===== config.mk =====
export PLATFORM = sky130hd
export DESIGN_NAME = branch_sequencer
export DESIGN_NICKNAME = d
export VERILOG_FILES = /design/src/rtl/sparc_pkg.sv /design/src/rtl/bicc_cond_eval.sv /design/src/rtl/branch_sequencer.sv
export SDC_FILE = /design/constraint.sdc
export NUM_CORES = 1
export LEC_CHECK = 0
export ABC_AREA = 1
export CAP_MARGIN = 20
export CORE_AREA = 4 4 128 130
export DETAILED_ROUTE_END_ITERATION = 10
export DIE_AREA = 0 0 132 134
export GPL_ROUTABILITY_DRIVEN = 0
export GPL_TIMING_DRIVEN = 0
export SYNTH_ARGS = -nofsm -noshare
export SYNTH_HDL_FRONTEND = slang
export SYNTH_HIERARCHICAL = 1
export SYNTH_SLANG_ARGS = --single-unit

===== constraint.sdc =====
create_clock -name clk -period 3.1 [get_ports clk]
set_input_delay 0.93 -clock clk [delete_from_list [all_inputs] [get_ports clk]]
set_output_delay 0.93 -clock clk [all_outputs]
set_load 0.01 [all_outputs]

===== src/rtl/sparc_pkg.sv =====
// Shared SPARC integer-unit definitions: Bicc condition encodings, icc bit
// positions and the branch sequencer state type.
package sparc_pkg;

  localparam logic [3:0] COND_BN   = 4'h0;
  localparam logic [3:0] COND_BE   = 4'h1;
  localparam logic [3:0] COND_BLE  = 4'h2;
  localparam logic [3:0] COND_BL   = 4'h3;
  localparam logic [3:0] COND_BLEU = 4'h4;
  localparam logic [3:0] COND_BCS  = 4'h5;
  localparam logic [3:0] COND_BNEG = 4'h6;
  localparam logic [3:0] COND_BVS  = 4'h7;
  localparam logic [3:0] COND_BA   = 4'h8;
  localparam logic [3:0] COND_BNE  = 4'h9;
  localparam logic [3:0] COND_BG   = 4'hA;
  localparam logic [3:0] COND_BGE  = 4'hB;
  localparam logic [3:0] COND_BGU  = 4'hC;
  localparam logic [3:0] COND_BCC  = 4'hD;
  localparam logic [3:0] COND_BPOS = 4'hE;
  localparam logic [3:0] COND_BVC  = 4'hF;

  localparam int ICC_N = 3;
  localparam int ICC_Z = 2;
  localparam int ICC_V = 1;
  localparam int ICC_C = 0;

  typedef enum logic {RUN, ANNUL} seq_state_t;

endpackage


===== src/rtl/bicc_cond_eval.sv =====
// Combinational Bicc condition evaluator: t is the taken decision for cond
// against the current {N,Z,V,C}.
module bicc_cond_eval
  import sparc_pkg::*;
(
  input  logic [3:0] cond,
  input  logic [3:0] icc,
  output logic       t
);

  logic base;

  // Upper half of the encoding is the complement of the lower half (BN/BA included).
  always_comb begin
    base = 1'b0;
    case (cond[2:0])
      3'd0: base = 1'b0;
      3'd1: base = icc[ICC_Z];
      3'd2: base = icc[ICC_Z] | (icc[ICC_N] ^ icc[ICC_V]);
      3'd3: base = icc[ICC_N] ^ icc[ICC_V];
      3'd4: base = icc[ICC_C] | icc[ICC_Z];
      3'd5: base = icc[ICC_C];
      3'd6: base = icc[ICC_N];
      3'd7: base = icc[ICC_V];
      default: base = 1'b0;
    endcase
    t = cond[3] ? ~base : base;
  end

endmodule


===== src/rtl/branch_sequencer.sv =====
// PC/nPC sequencer with icc register and delayed-branch handling; annulled
// delay slots are tracked by a RUN/ANNUL state machine.
module branch_sequencer
  import sparc_pkg::*;
#(
  parameter logic [31:0] RESET_PC = 32'h0000_0000
) (
  input  logic        clk,
  input  logic        reset,
  input  logic        adv,
  input  logic        icc_we,
  input  logic        n_in,
  input  logic        z_in,
  input  logic        v_in,
  input  logic        c_in,
  input  logic        is_bicc,
  input  logic [3:0]  cond,
  input  logic        annul,
  input  logic [21:0] disp22,
  output logic [31:0] pc,
  output logic [31:0] npc,
  output logic [3:0]  icc,
  output logic        squash,
  output logic        taken
);

  seq_state_t         state, state_nxt;
  logic [31:0]        pc_nxt, npc_nxt;
  logic [3:0]         icc_nxt;
  logic               taken_nxt;
  logic               t;
  logic signed [31:0] disp_ext;

  bicc_cond_eval u_cond_eval (
    .cond (cond),
    .icc  (icc),
    .t    (t)
  );

  assign disp_ext = {{8{disp22[21]}}, disp22, 2'b00};
  assign squash   = (state == ANNUL);

  always_comb begin
    state_nxt = state;
    pc_nxt    = pc;
    npc_nxt   = npc;
    icc_nxt   = icc;
    taken_nxt = taken;
    if (adv) begin
      pc_nxt    = npc;
      npc_nxt   = npc + 32'd4;
      taken_nxt = 1'b0;
      state_nxt = RUN;
      // A squashed instruction neither writes icc nor branches.
      if (state == RUN) begin
        if (is_bicc) begin
          if (t)
            npc_nxt = pc + $unsigned(disp_ext);
          taken_nxt = t;
          if (annul && (!t || cond == COND_BA))
            state_nxt = ANNUL;
        end else if (icc_we) begin
          icc_nxt = {n_in, z_in, v_in, c_in};
        end
      end
    end
  end

  always_ff @(posedge clk or posedge reset) begin
    if (reset) begin
      state <= RUN;
      pc    <= RESET_PC;
      npc   <= RESET_PC + 32'd4;
      icc   <= 4'b0000;
      taken <= 1'b0;
    end else begin
      state <= state_nxt;
      pc    <= pc_nxt;
      npc   <= npc_nxt;
      icc   <= icc_nxt;
      taken <= taken_nxt;
    end
  end

endmodule


======== After elaboration in Yosys (flattened, before gate mapping) ========
Cells that the tools add are included.
operators by class
  add/subtract/negate cells ............... 2
  bitwise logic cells ..................... 6
  muxes and demuxes ....................... 10
  reductions and logical operators ........ 5
  equal/unequal tests ..................... 8
operators with widths
  kind                   number
  $mux 32                3
  $add 32x3->32 const B  1
  $add 32x32->32         1
  $eq 3x3->1 const B     4
  $pmux 1 s8             1
  $eq 3x2->1 const B     2
  $mux 1                 6
  $eq 4x4->1 const B     1
  $reduce_and 4->1       1
  $eq 3x1->1 const B     1
  $logic_not 3->1        1
  $not 1->1              3
  $or 1x1->1             2
  $logic_and 1x1->1      1
  $logic_not 1->1        1
  $logic_or 1x1->1       1
  $xor 1x1->1            1
word-level totals
  input port bits ......................... 36
  output and inout port bits .............. 70
  register bits ........................... 70

======== Depth between registers and ports, before layout ========
  depth in word-level cells ............... 11
  depth in mapped cells ................... 18
  mapped depth without buffers ............ 17

======== By module ========
The synthesis kept the hierarchy.
modules (own cells, without submodules)
  module            area each (um^2)  cells each  times used
  branch_sequencer  5894.4            945         1
  bicc_cond_eval    101.3             25          1

======== Least setup slack after synthesis ========
OpenSTA, ideal clock, no wires.
  kind .................................... input-to-reg
  start point ............................. in disp22[0]
  end point ............................... reg npc[18]
  data arrival time ....................... 2.360 ns
  setup time .............................. 0.136 ns
  stages .................................. 12
  setup slack ............................. 0.604 ns
  required time ........................... 2.964 ns
  cell sequence ........................... ha_1 fa_1 nand3_1 nand3_1 nand2_1 nand2_1 inv_1 o21bai_1 a21oi_1 o21ai_0 nand2_1 o21ai_0
on the way
  cells in the longest elaborated chain, start to end .. 4
ends and longest elaborated chain
  item                  line                    RTL
  from (decl)           branch_sequencer.sv:19  input logic [21:0] disp22,
  $add 32x32->32        branch_sequencer.sv:58  npc_nxt = pc + $unsigned(disp_ext);
  $mux 32               branch_sequencer.sv:57  if (t)
  $mux 32               branch_sequencer.sv:56  if (is_bicc) begin
  $mux 32               branch_sequencer.sv:55  if (state == RUN) begin
  to (signal assigned)  branch_sequencer.sv:73  npc <= RESET_PC + 32'd4;
  to (signal assigned)  branch_sequencer.sv:79  npc <= npc_nxt;
  to (decl)             branch_sequencer.sv:21  output logic [31:0] npc,
No other way between the ends.
A chain may end at the register's enable or synchronous reset.

======== Worst setup path after layout ========
  start point ............................. in disp22[7]
  end point ............................... reg npc[19]
Same word-level chain as after synthesis.

==> impl_metrics.json <==
{
  "status": "finished, final reports clean",
  "hold_depth": 2,
  "rsz0062_at_grt": "false",
  "dr.pass1.iters": 5,
  "postRouteAntennaNets": 0,
  "diodes": 0,
  "cts_max_level": 3,
  "wire_per_inst_um": 16.4,
  "gr-total-overflow": 0,
  "powerDensity_nw_per_um2": 753,
  "num_rows": 45,
  "cp.required_ps": 3320,
  "ff_latch_area_um2": 1750,
  "slew-limit-headroom_pct": 53.2,
  "vias_per_cell": 5.09,
  "cts_root_buf": "clkbuf_16",
  "timing.rr.start": "pc[10]$_DFFE_PP0P_",
  "crit_type": "in -> reg",
  "top_level_ports": 106,
  "post_dp_cell_area_um2": 7300,
  "synth.cell_area_um2": 6000,
  "initial_utilization_pct": 39.6,
  "netlist_instances": 970,
  "place_inst": 1264,
  "crit_start": "disp22[7]",
  "drt_iter0_markers": 504,
  "grt_pass1_wl_mm": 33.4,
  "core_area_um2": 15100,
  "routed_wl_mm": 21.0,
  "drive_above_1_share_pct": 6.14,
  "syn_area_per_cell_um2": 6.18,
  "cp_max_fo": 4,
  "cts_inserted_buffers": 9,
  "worstSetupStartpointType": "primary input",
  "hp-class": "reg -> reg",
  "vdd_drop_max_mv": 0.335,
  "yosys_warnings": 6,
  "post-route-drc-count": 0,
  "die_width_um": 132,
  "cap_viol_max_count": 0,
  "num_vias": 6509,
  "tightest_slew_ps": 702,
  "fin_area_um2": 7700,
  "pre_cts_slack_ps": -451,
  "timing.hold.ws_ps": 485,
  "critPathArrivalTime_ps": 3210,
  "io_buffers": 105,
  "hold_viol": 0,
  "grtUsageTotal_pct": 23.9,
  "fillers": 1607,
  "critPathCapture": "npc[19]$_DFFE_PP0P_",
  "fin_crit_sh_pct": 96.2,
  "cp-end-kind": "flop",
  "holdBufCountCts": 0,
  "multi_input_comb_area_um2": 3650,
  "place_hpwl_mm": 16.9,
  "cts_tree": "built",
  "grt_max_degree": 42,
  "yosysUniqueCellTypes": 36,
  "cts.path.max_buffers": 2,
  "layout_min_cycle_time_ps": 2980,
  "area_growth_syn_to_layout_pct": 28.4,
  "worst_slack_ps": 116,
  "fin_nets": 1154,
  "ff2ff_path_depth": 11,
  "die_area_um2": 17700,
  "ys_seq_area_share_pct": 29.2,
  "chipHeight_um": 134,
  "drv_slew": 0,
  "reg2reg_to": "npc[19]$_DFFE_PP0P_",
  "cts.sinks": 70,
  "fin_skew_ps": 5.60,
  "synth_seq_cells": 70,
  "leakage_uw": 0.00394,
  "path_clk_slew_ps": 60,
  "setup_viol": 0,
  "antenna_found_initial": 0,
  "fin_cells": 1279,
  "max_freq_mhz": 335,
  "final_common_cell": "nand2_1",
  "layout_common_cells": "nand2_1, inv_1, clkdlybuf4s50_1",
  "syn_nets": 1037,
  "clk_latency_ps": 340,
  "reg2reg_slack_ps": 700,
  "grt_pass1_vias": 6169
}
==> registers in the layout (all words and copies together) (netlist names) <==
signal  cells
npc        32
pc         32
icc         4
taken       1
squash      1
==> synth_stat cells, drive strengths merged <==
cell,n,area (um^2)
a21boi,1,7.51
a21o,1,7.51
a21oi,43,215
a22oi,1,7.51
a31oi,2,12.5
buf,7,35.0
clkbuf,12,45.0
dfrtp,69,1730
dfstp,1,26.3
fa,1,20.0
ha,30,375
inv,148,556
mux2,4,45.0
nand2,369,1410
nand3,69,345
nand3b,7,52.6
nand4,14,87.6
nor2,76,330
nor3,17,106
nor4,3,18.8
o211ai,2,15.0
o21ai,63,315
o21bai,4,30.0
o22ai,7,43.8
or2,3,18.8
xnor2,6,52.6
xor2,10,87.6
==> per-layer routing <==
| layer | track usage [%] | vias to the layer above | share of wire (%) | wire length (um) |
|---|---|---|---|---|
| met3 | 3.68 | 34 | 5.6 | 1180 |
| met5 | 0 | - | 0 | 0 |
| met1 | 33.5 | 2956 | 47 | 9910 |
| li1 | - | 3312 | - | - |
| met2 | 38.5 | 207 | 45 | 9480 |
| met4 | 6.83 | 0 | 2.1 | 440 |
==> worst min path at each step <==
stage | startpoint | end | slack (ps)
floorplan | taken$_DFFE_PP0P_ | taken$_DFFE_PP0P_ | 520
global route | taken$_DFFE_PP0P_ | taken$_DFFE_PP0P_ | 520
detailed placement | taken$_DFFE_PP0P_ | taken$_DFFE_PP0P_ | 480
CTS | taken$_DFFE_PP0P_ | taken$_DFFE_PP0P_ | 490
finish | taken$_DFFE_PP0P_ | taken$_DFFE_PP0P_ | 490
global placement | taken$_DFFE_PP0P_ | taken$_DFFE_PP0P_ | 480
==> cell type report <==
cell class	instances	area share, %
multi-input cells	733	47.4
flip-flops and latches	70	22.8
repair buffers	106	14.0
inverters	148	7.25
well taps	188	3.06
clock buffers	9	2.93
clock inverters	6	1.45
plain buffers	19	1.17
==> cells by family (layout without fill, tap and decap cells) <==
group	after synthesis	count (layout)	share of synthesized area, %
and+or+nand+nor	558	558	39.6
buffers and inverters	167	288	10.6
AOI/OAI and AO/OA	124	124	10.9
DFF	70	70	29.2
adders and majority gates	31	31	6.59
xor gates and xnor gates	16	16	2.34
muxes	4	4	0.751
==> what timing repair did <==
action	4_1_cts	5_1_grt
endpoints found under the setup margin	9	23
buffers inserted	0	0
pin swaps	0	0
resized for setup	3	14
==> per-stage QoR <==
| stage | utilization (%) | TNS (ps) | total power, uW |
|---|---|---|---|
| after CTS | 50.5 | 0 | 5770 |
| after floorplan | - | 0 | 3260 |
| final | 50.8 | 0 | 5790 |
| after global placement | 48.1 | -71240 | 4550 |
| after detailed placement | 48.2 | -8110 | 4560 |
| after global routing | 50.8 | 0 | 6230 |
==> power breakdown <==
| part | internal [uW] | total [uW] | switching (uW) |
|---|---|---|---|
| Clock | 781 | 1180 | 401 |
| Sequential | 1200 | 1620 | 427 |
| Combinational | 1240 | 2990 | 1750 |
==> worst max-delay path, cell delays in order <==
cell and delay, ps:
clkdlybuf4s50_1 430, ha_1 360, nand2_1 150, inv_1 50, a21oi_1 240, nand3_1 260, nand2_1 120, nand2_1 80
xnor2_1 350, nand2_1 100, nand3_1 90, nand2_1 60
No activity file was read; power rests on OpenSTA's default activity.
